===== src/rtl/snake_tile_renderer_if.sv =====
// Pixel-stream bundle between the VGA timing/background path and the snake overlay.
// The master drives the raster position and background colour; the slave returns the overlaid colour.
interface snake_tile_renderer_if;
    logic [9:0]  x;
    logic [9:0]  y;
    logic        active;
    logic        screenEnd;
    logic [11:0] bg_color;
    logic [11:0] rgb;
    logic        rgb_active;

    modport master (
        output x, y, active, screenEnd, bg_color,
        input  rgb, rgb_active
    );

    modport slave (
        input  x, y, active, screenEnd, bg_color,
        output rgb, rgb_active
    );
endinterface


===== src/rtl/snake_tile_renderer.sv =====
// Per-pixel snake/food overlay with a per-frame segment snapshot and a 2-cycle pixel pipeline.
// Optional grid lines are enabled by defining SNAKE_GRID_LINES_EN.
module snake_tile_renderer #(
    parameter int unsigned MAX_SEGS   = 100,
    parameter int unsigned COORD_W    = 8,
    parameter int unsigned GRID_W     = 10,
    parameter int unsigned GRID_H     = 10,
    parameter int unsigned TILE_SIZE  = 40,
    parameter int unsigned BOARD_X0   = 48,
    parameter int unsigned BOARD_Y0   = 48,
    parameter logic [11:0] HEAD_COLOR = 12'h0F0,
    parameter logic [11:0] BODY_COLOR = 12'h080,
    parameter logic [11:0] FOOD_COLOR = 12'hF00,
    parameter logic [11:0] DEAD_COLOR = 12'hFFF,
    parameter int unsigned BLINK_LOG2 = 4
) (
    input  logic                          clk25,
    input  logic                          reset,
    snake_tile_renderer_if.slave          vga,
    input  logic [MAX_SEGS*COORD_W-1:0]   seg_x_flat,
    input  logic [MAX_SEGS*COORD_W-1:0]   seg_y_flat,
    input  logic [$clog2(MAX_SEGS+1)-1:0] seg_count,
    input  logic [COORD_W-1:0]            food_x,
    input  logic [COORD_W-1:0]            food_y,
    input  logic                          game_done
);
    localparam int unsigned CNT_W = $clog2(MAX_SEGS + 1);
    localparam int unsigned SUB_W = (TILE_SIZE > 1) ? $clog2(TILE_SIZE) : 1;
    localparam int unsigned FRM_W = BLINK_LOG2 + 1;
    localparam logic [9:0] X_LO = 10'(BOARD_X0);
    localparam logic [9:0] X_HI = 10'(BOARD_X0 + GRID_W * TILE_SIZE);
    localparam logic [9:0] Y_LO = 10'(BOARD_Y0);
    localparam logic [9:0] Y_HI = 10'(BOARD_Y0 + GRID_H * TILE_SIZE);
    localparam logic [SUB_W-1:0]   SUB_LAST = SUB_W'(TILE_SIZE - 1);
    localparam logic [COORD_W-1:0] GW = COORD_W'(GRID_W);
    localparam logic [COORD_W-1:0] GH = COORD_W'(GRID_H);

    logic [MAX_SEGS*COORD_W-1:0] snap_x_q, snap_x_d, snap_y_q, snap_y_d;
    logic [CNT_W-1:0]   snap_cnt_q, snap_cnt_d;
    logic [COORD_W-1:0] snap_fx_q, snap_fx_d, snap_fy_q, snap_fy_d;
    logic               snap_done_q, snap_done_d;
    logic [FRM_W-1:0]   frame_q, frame_d;

    logic [COORD_W-1:0] col_q, col_d, col_cur, row_q, row_d;
    logic [SUB_W-1:0]   sub_q, sub_d, sub_cur, rsub_q, rsub_d;
    logic [9:0]         prev_y_q, prev_y_d;
    logic               in_col, in_row, on_board;

    logic [MAX_SEGS-1:0] hit_q, hit_d;
    logic                food_hit_q, food_hit_d;
    logic                act_q, act_d;
`ifdef SNAKE_GRID_LINES_EN
    logic                grid_q, grid_d;
`endif
    logic                head, body, dead;
    logic [11:0]         sel;
    logic [11:0]         rgb_q, rgb_d;
    logic                rgb_active_q, rgb_active_d;

    always_comb begin
        snap_x_d    = snap_x_q;
        snap_y_d    = snap_y_q;
        snap_cnt_d  = snap_cnt_q;
        snap_fx_d   = snap_fx_q;
        snap_fy_d   = snap_fy_q;
        snap_done_d = snap_done_q;
        frame_d     = frame_q;
        if (vga.screenEnd) begin
            snap_x_d    = seg_x_flat;
            snap_y_d    = seg_y_flat;
            snap_cnt_d  = (seg_count > CNT_W'(MAX_SEGS)) ? CNT_W'(MAX_SEGS) : seg_count;
            snap_fx_d   = food_x;
            snap_fy_d   = food_y;
            snap_done_d = game_done;
            frame_d     = frame_q + FRM_W'(1);
        end
    end

    // col_q/sub_q hold the tile position of the next pixel, so col_cur/sub_cur line up with x.
    always_comb begin
        in_col  = (vga.x >= X_LO) && (vga.x < X_HI);
        col_cur = col_q;
        sub_cur = sub_q;
        if (vga.x == X_LO) begin
            col_cur = '0;
            sub_cur = '0;
        end
        col_d = col_cur;
        sub_d = sub_cur;
        if (in_col) begin
            if (sub_cur == SUB_LAST) begin
                sub_d = '0;
                col_d = col_cur + COORD_W'(1);
            end else begin
                sub_d = sub_cur + SUB_W'(1);
            end
        end
    end

    // Row state updates on x==0; the _d values are the row used for the whole line.
    always_comb begin
        in_row   = (vga.y >= Y_LO) && (vga.y < Y_HI);
        row_d    = row_q;
        rsub_d   = rsub_q;
        prev_y_d = prev_y_q;
        if (vga.x == 10'd0) begin
            prev_y_d = vga.y;
            if (vga.y == Y_LO) begin
                row_d  = '0;
                rsub_d = '0;
            end else if (vga.y != prev_y_q) begin
                if (rsub_q == SUB_LAST) begin
                    rsub_d = '0;
                    row_d  = row_q + COORD_W'(1);
                end else begin
                    rsub_d = rsub_q + SUB_W'(1);
                end
            end
        end
    end

    always_comb begin
        on_board = in_col && in_row;
        hit_d    = '0;
        for (int unsigned i = 0; i < MAX_SEGS; i++) begin
            hit_d[i] = on_board && (i < 32'(snap_cnt_q))
                && (snap_x_q[i*COORD_W +: COORD_W] == col_cur) && (snap_x_q[i*COORD_W +: COORD_W] < GW)
                && (snap_y_q[i*COORD_W +: COORD_W] == row_d)   && (snap_y_q[i*COORD_W +: COORD_W] < GH);
        end
        food_hit_d = on_board && (snap_fx_q == col_cur) && (snap_fx_q < GW)
                              && (snap_fy_q == row_d) && (snap_fy_q < GH);
        act_d = vga.active;
`ifdef SNAKE_GRID_LINES_EN
        grid_d = on_board && ((sub_cur == '0) || (rsub_d == '0));
`endif
    end

    always_comb begin
        head = hit_q[0];
        body = |hit_q[MAX_SEGS-1:1];
        dead = snap_done_q && frame_q[BLINK_LOG2];
        sel  = vga.bg_color;
        if (food_hit_q) sel = FOOD_COLOR;
`ifdef SNAKE_GRID_LINES_EN
        if (grid_q) sel = 12'h333;
`endif
        if (body) sel = dead ? DEAD_COLOR : BODY_COLOR;
        if (head) sel = dead ? DEAD_COLOR : HEAD_COLOR;
        rgb_d        = act_q ? sel : '0;
        rgb_active_d = act_q;
    end

    always_ff @(posedge clk25 or posedge reset) begin
        if (reset) begin
            snap_x_q     <= '0;
            snap_y_q     <= '0;
            snap_cnt_q   <= '0;
            snap_fx_q    <= GW;
            snap_fy_q    <= GH;
            snap_done_q  <= 1'b0;
            frame_q      <= '0;
            col_q        <= '0;
            sub_q        <= '0;
            row_q        <= '0;
            rsub_q       <= '0;
            prev_y_q     <= '0;
            hit_q        <= '0;
            food_hit_q   <= 1'b0;
            act_q        <= 1'b0;
`ifdef SNAKE_GRID_LINES_EN
            grid_q       <= 1'b0;
`endif
            rgb_q        <= '0;
            rgb_active_q <= 1'b0;
        end else begin
            snap_x_q     <= snap_x_d;
            snap_y_q     <= snap_y_d;
            snap_cnt_q   <= snap_cnt_d;
            snap_fx_q    <= snap_fx_d;
            snap_fy_q    <= snap_fy_d;
            snap_done_q  <= snap_done_d;
            frame_q      <= frame_d;
            col_q        <= col_d;
            sub_q        <= sub_d;
            row_q        <= row_d;
            rsub_q       <= rsub_d;
            prev_y_q     <= prev_y_d;
            hit_q        <= hit_d;
            food_hit_q   <= food_hit_d;
            act_q        <= act_d;
`ifdef SNAKE_GRID_LINES_EN
            grid_q       <= grid_d;
`endif
            rgb_q        <= rgb_d;
            rgb_active_q <= rgb_active_d;
        end
    end

    assign vga.rgb        = rgb_q;
    assign vga.rgb_active = rgb_active_q;
endmodule


===== src/flat_wrapper.sv =====
// flat-port wrapper written by rule: the top's interface ports become plain ports
module snake_tile_renderer_flat 
#(
    parameter int unsigned MAX_SEGS   = 100,
    parameter int unsigned COORD_W    = 8,
    parameter int unsigned GRID_W     = 10,
    parameter int unsigned GRID_H     = 10,
    parameter int unsigned TILE_SIZE  = 40,
    parameter int unsigned BOARD_X0   = 48,
    parameter int unsigned BOARD_Y0   = 48,
    parameter logic [11:0] HEAD_COLOR = 12'h0F0,
    parameter logic [11:0] BODY_COLOR = 12'h080,
    parameter logic [11:0] FOOD_COLOR = 12'hF00,
    parameter logic [11:0] DEAD_COLOR = 12'hFFF,
    parameter int unsigned BLINK_LOG2 = 4
)
  (clk25, reset, seg_x_flat, seg_y_flat, seg_count, food_x, food_y, game_done, vga_x, vga_y, vga_active, vga_screenEnd, vga_bg_color, vga_rgb, vga_rgb_active);
  snake_tile_renderer_if vga_i ();
  input  logic clk25;
  input  logic reset;
  input  logic [MAX_SEGS*COORD_W-1:0] seg_x_flat;
  input  logic [MAX_SEGS*COORD_W-1:0] seg_y_flat;
  input  logic [$clog2(MAX_SEGS+1)-1:0] seg_count;
  input  logic [COORD_W-1:0] food_x;
  input  logic [COORD_W-1:0] food_y;
  input  logic game_done;
  input wire logic [$bits(vga_i.x)-1:0] vga_x;
  input wire logic [$bits(vga_i.y)-1:0] vga_y;
  input wire logic [$bits(vga_i.active)-1:0] vga_active;
  input wire logic [$bits(vga_i.screenEnd)-1:0] vga_screenEnd;
  input wire logic [$bits(vga_i.bg_color)-1:0] vga_bg_color;
  output wire logic [$bits(vga_i.rgb)-1:0] vga_rgb;
  output wire logic [$bits(vga_i.rgb_active)-1:0] vga_rgb_active;
  assign vga_i.x = vga_x;
  assign vga_i.y = vga_y;
  assign vga_i.active = vga_active;
  assign vga_i.screenEnd = vga_screenEnd;
  assign vga_i.bg_color = vga_bg_color;
  assign vga_rgb = vga_i.rgb;
  assign vga_rgb_active = vga_i.rgb_active;
  snake_tile_renderer #(.MAX_SEGS(MAX_SEGS), .COORD_W(COORD_W), .GRID_W(GRID_W), .GRID_H(GRID_H), .TILE_SIZE(TILE_SIZE), .BOARD_X0(BOARD_X0), .BOARD_Y0(BOARD_Y0), .HEAD_COLOR(HEAD_COLOR), .BODY_COLOR(BODY_COLOR), .FOOD_COLOR(FOOD_COLOR), .DEAD_COLOR(DEAD_COLOR), .BLINK_LOG2(BLINK_LOG2)) u_core (.clk25(clk25), .reset(reset), .vga(vga_i), .seg_x_flat(seg_x_flat), .seg_y_flat(seg_y_flat), .seg_count(seg_count), .food_x(food_x), .food_y(food_y), .game_done(game_done));
endmodule

===== config.mk =====
export PLATFORM = sky130hd
export DESIGN_NAME = snake_tile_renderer_flat
export DESIGN_NICKNAME = d
export VERILOG_FILES = /design/src/rtl/snake_tile_renderer_if.sv /design/src/rtl/snake_tile_renderer.sv /design/src/flat_wrapper.sv
export SDC_FILE = /design/constraint.sdc
export NUM_CORES = 2
export LEC_CHECK = 0
export CAP_MARGIN = 20
export CORE_AREA = 2 2 651 653
export DETAILED_ROUTE_END_ITERATION = 10
export DIE_AREA = 0 0 653 655
export PLACE_DENSITY = 0.37
export SYNTH_ARGS = -nofsm -noshare
export SYNTH_HDL_FRONTEND = slang
export SYNTH_SLANG_ARGS = --single-unit

===== constraint.sdc =====
create_clock -name clk25 -period 55.5 [get_ports clk25]
set_input_delay 5.55 -clock clk25 [delete_from_list [all_inputs] [get_ports clk25]]
set_output_delay 5.55 -clock clk25 [all_outputs]
set_load 0.005 [all_outputs]

==> flow_summary_export.csv <==
group,metric,value,unit
global_routing,antenna_found_initial,365,
logic_synthesis,yosysSeqAreaShare,0.5103,
floorplan,core,0.4216,mm^2
critical_path,startpoint_type,"primary input",
finish,fillerInstances,43580,
global_routing,grt_max_degree,151,
routing,drc_errors,0,
sta,min_period,10.60,ns
floorplan,initial_core_util,0.2073,
sta,fmax,94.38,MHz
clocking,cts-hold-fix-buffers,0,
sta,timing.hold.ws,0.4892,ns
critical_path,required,56.30,ns
run_status,status,"finished, final reports clean",
critical_path,crit_arrival,11.40,ns
sta,tightest_slew,1.456,ns
floorplan,num_rows,239,
logic_synthesis,ys.flop_type,"dfrtp_1",
clocking,htree_levels,4,
sta,hold_violations,0,
critical_path,reg2reg_depth,12,
routing,antenna_left,0,
place,place_congestion,0.8840,
routing,post_drt_wl_per_cell,36.00,um
power_and_ir_drop,vdd_drop_max,0.00002598,V
routing,wl,533500,um
finish,nets,10631,
logic_synthesis,synth_cells,7293,
place,portBuffers,1672,
clocking,clk_latency,0.97,ns
logic_synthesis,synth_nets,8958,
logic_synthesis,async_flop_share,1.000,
finish,syn_to_final_growth,36.84,%
clocking,tritoncts,"built",
sta,skew,0.06514,ns
sta,rsz0062_at_grt,"false",
clocking,cts_sinks,1782,
global_routing,grtUsageTotal,0.2403,
logic_synthesis,syn_area,0.08739,mm^2
run,maxCapViolCount,0,
finish,utilization,0.2836,
sta,relSlewSlack,0.02922,
clocking,clockBufferDepth,4,
routing,vias,71505,
sta,setup_viol,0,
logic_synthesis,synth-edff-count,0,
logic_synthesis,syn_avg_cell_area,11.98,um^2
global_routing,grt_pass1_vias,72225,
floorplan,dieArea,0.4277,mm^2
place,dp.cells,14278,
clocking,cts-root-buf,"clkbuf_16",
logic_synthesis,synth_cell_types,74,
power_and_ir_drop,power.density,30.51,mW/mm^2
global_routing,grt_pass1_wl,694100,um
worst_hold_path,holdPathStages,1,
routing,drtIter0Drc,6384,
routing,drt_first_pass_iters,7,
critical_path,critPathMaxFanout,150,
finish,drive_gt1_frac,0.2381,
routing,via_per_inst,4.825,
critical_path,critPathKind,"primary input to flop",
worst_hold_path,hp-class,"flop to flop",
clocking,postCtsSetupBuffers,0,
logic_synthesis,synth-seq-cells,1782,
finish,final_cells,14819,
sta,finalMaxSlewViolations,0,
critical_path,end_kind,"flop",
clocking,clk_pin_slew_worst_paths,0.06,ns
floorplan,ios,1673,
clocking,cts-resized-gates,0,
sta,period_share,0.1909,
clocking,cts_buffers,226,
logic_synthesis,ys_warn_count,0,
power_and_ir_drop,power_leakage,45.42,nW
floorplan,die_x,653,um
sta,finalSetupTns,0,ns
global_routing,overflow,0,
place,place_hpwl,408400,um
floorplan,fp.dieH,655,um
## cell families (layout without fill, tap and decap cells)
| kind of cell | count (synthesis) | after routing | synth area share |
|---|---|---|---|
| buffers and inverters | 563 | 2422 | 0.02520 |
| multiplexers | 1517 | 1517 | 0.1954 |
| adder cells (fa/ha/maj) | 5 | 5 | 0.0007159 |
| XOR/XNOR | 1243 | 1243 | 0.1246 |
| other | 0 | 124 | 0 |
| flip-flops | 1782 | 1782 | 0.5103 |
| AO/OA/AOI/OAI | 813 | 813 | 0.05784 |
| AND/OR/NAND/NOR | 1370 | 1370 | 0.08589 |
## area by class of cell
cell class                 count  area, um^2  share of cell area
clock inverter                86        1072            0.008967
multi-input combinational   4948       41060              0.3433
inverter                     137       535.5            0.004478
antenna                      124       310.3            0.002595
timing repair buffer        1871       18430              0.1541
tap                         5543        6935             0.05800
sequential                  1782       44630              0.3732
clock buffer                 328        6620             0.05536
## final timing paths
check | startpoint | slack (ns) | to
hold reg to reg | u_core.frame_q[3] | 0.49 | u_core.frame_q[3]
setup reg to reg | u_core.prev_y_q[8] | 50.50 | u_core.hit_q[30]
min in group asynchronous | reset | 5.07 | u_core.snap_y_q[742]
hold / removal | u_core.frame_q[3] | 0.49 | u_core.frame_q[3]
setup / recovery | vga_screenEnd | 44.90 | u_core.snap_y_q[248]
max in group asynchronous | reset | 45.89 | u_core.snap_x_q[377]
## flip-flops by register name, indices dropped and copies added, names as in the netlist
signal and cells:
u_core.row_q 8, u_core.hit_q 100, u_core.snap_x_q 800, u_core.prev_y_q 10
u_core.act_q 1, u_core.food_hit_q 1, u_core.col_q 8, u_core.snap_done_q 1
u_core.snap_fx_q 8, u_core.sub_q 6, u_core.snap_cnt_q 7, u_core.rsub_q 6
u_core.vga.rgb_active 1, u_core.vga.rgb 12, u_core.snap_fy_q 8, u_core.frame_q 5
u_core.snap_y_q 800
## where the power goes
| group | total [W] | switching [W] | internal (W) |
|---|---|---|---|
| clock network | 0.00156 | 0.000652 | 0.000911 |
| logic | 0.000517 | 0.000233 | 0.000284 |
| registers | 0.00157 | 0.000146 | 0.00142 |
## cell usage in the layout (no fill, tap or decap), types with 22 or more instances in the layout
| cell | instances |
|---|---|
| buf_4 | 184 |
| nor4_1 | 408 |
| mux2_2 | 1513 |
| clkdlybuf4s50_1 | 1671 |
| a21oi_1 | 81 |
| nand3_1 | 126 |
| clkbuf_1 | 45 |
| nand4_1 | 274 |
| a31oi_1 | 22 |
| dfrtp_1 | 1767 |
| clkbuf_8 | 56 |
| a2111oi_0 | 32 |
| clkbuf_16 | 227 |
| xor2_1 | 550 |
| or4_1 | 25 |
| nor2_1 | 88 |
| diode_2 | 124 |
| inv_1 | 127 |
| o22ai_1 | 92 |
| o221ai_1 | 34 |
| o21ai_0 | 380 |
| clkinv_2 | 46 |
| nor3_1 | 78 |
| a211oi_1 | 23 |
| xnor2_1 | 693 |
| nand2_1 | 250 |
## worst max-delay path, stage by stage
cell    delay (ns)
buf_16        0.49
buf_4         0.79
buf_4         0.69
buf_4         0.60
buf_4         0.81
buf_4         0.86
buf_4         0.85
mux2_2        0.41
## stage by stage
step | power [W] | worst slack [ns] | cell area, um^2
floorplan | 0.001807 | 25.24 | 87390
global placement | 0.002100 | 44.03 | 111500
detailed placement | 0.002105 | 43.95 | 111500
CTS | 0.003687 | 44.99 | 119200
global route | 0.003785 | 44.57 | 119500
finish | 0.003648 | 44.90 | 119600
## cell usage after synthesis (6+ instances only)
library cell     n  area share
dfrtp_1       1778        0.51
mux2_2        1513        0.19
xnor2_1        693       0.069
xor2_1         550       0.055
nor4_1         422       0.030
o21ai_0        384       0.022
clkbuf_1       286       0.012
nand4_1        274       0.020
nand2_1        254       0.011
inv_1          134      0.0058
nand3_1        129      0.0074
nor2_1         104      0.0045
o22ai_1         92      0.0066
a21oi_1         86      0.0049
nor3_1          83      0.0048
buf_1           75      0.0032
buf_2           62      0.0036
o221ai_1        34      0.0034
a2111oi_0       32      0.0032
or4_1           25      0.0021
a211oi_1        23      0.0020
a31oi_1         22      0.0016
o2111ai_1       18      0.0018
or3_1           17      0.0012
o211ai_1        15      0.0013
a221oi_1        13      0.0013
a222oi_1        13      0.0015
a22o_1          11      0.0011
nand2b_1        10     0.00072
and4_1           9     0.00090
o31ai_1          9     0.00077
a22oi_1          8     0.00069
and3_1           8     0.00057
nor2b_1          8     0.00057
a221o_1          6     0.00069
## metal layers
metal,up-vias,GRT usage,wire length (um)
met5,-,0,358
met3,907,0.03876,30000
met2,3086,0.3975,254200
met4,56,0.09026,20500
met1,37507,0.3140,228500
li1,29949,-,-
(Power assumes the default switching activity.)
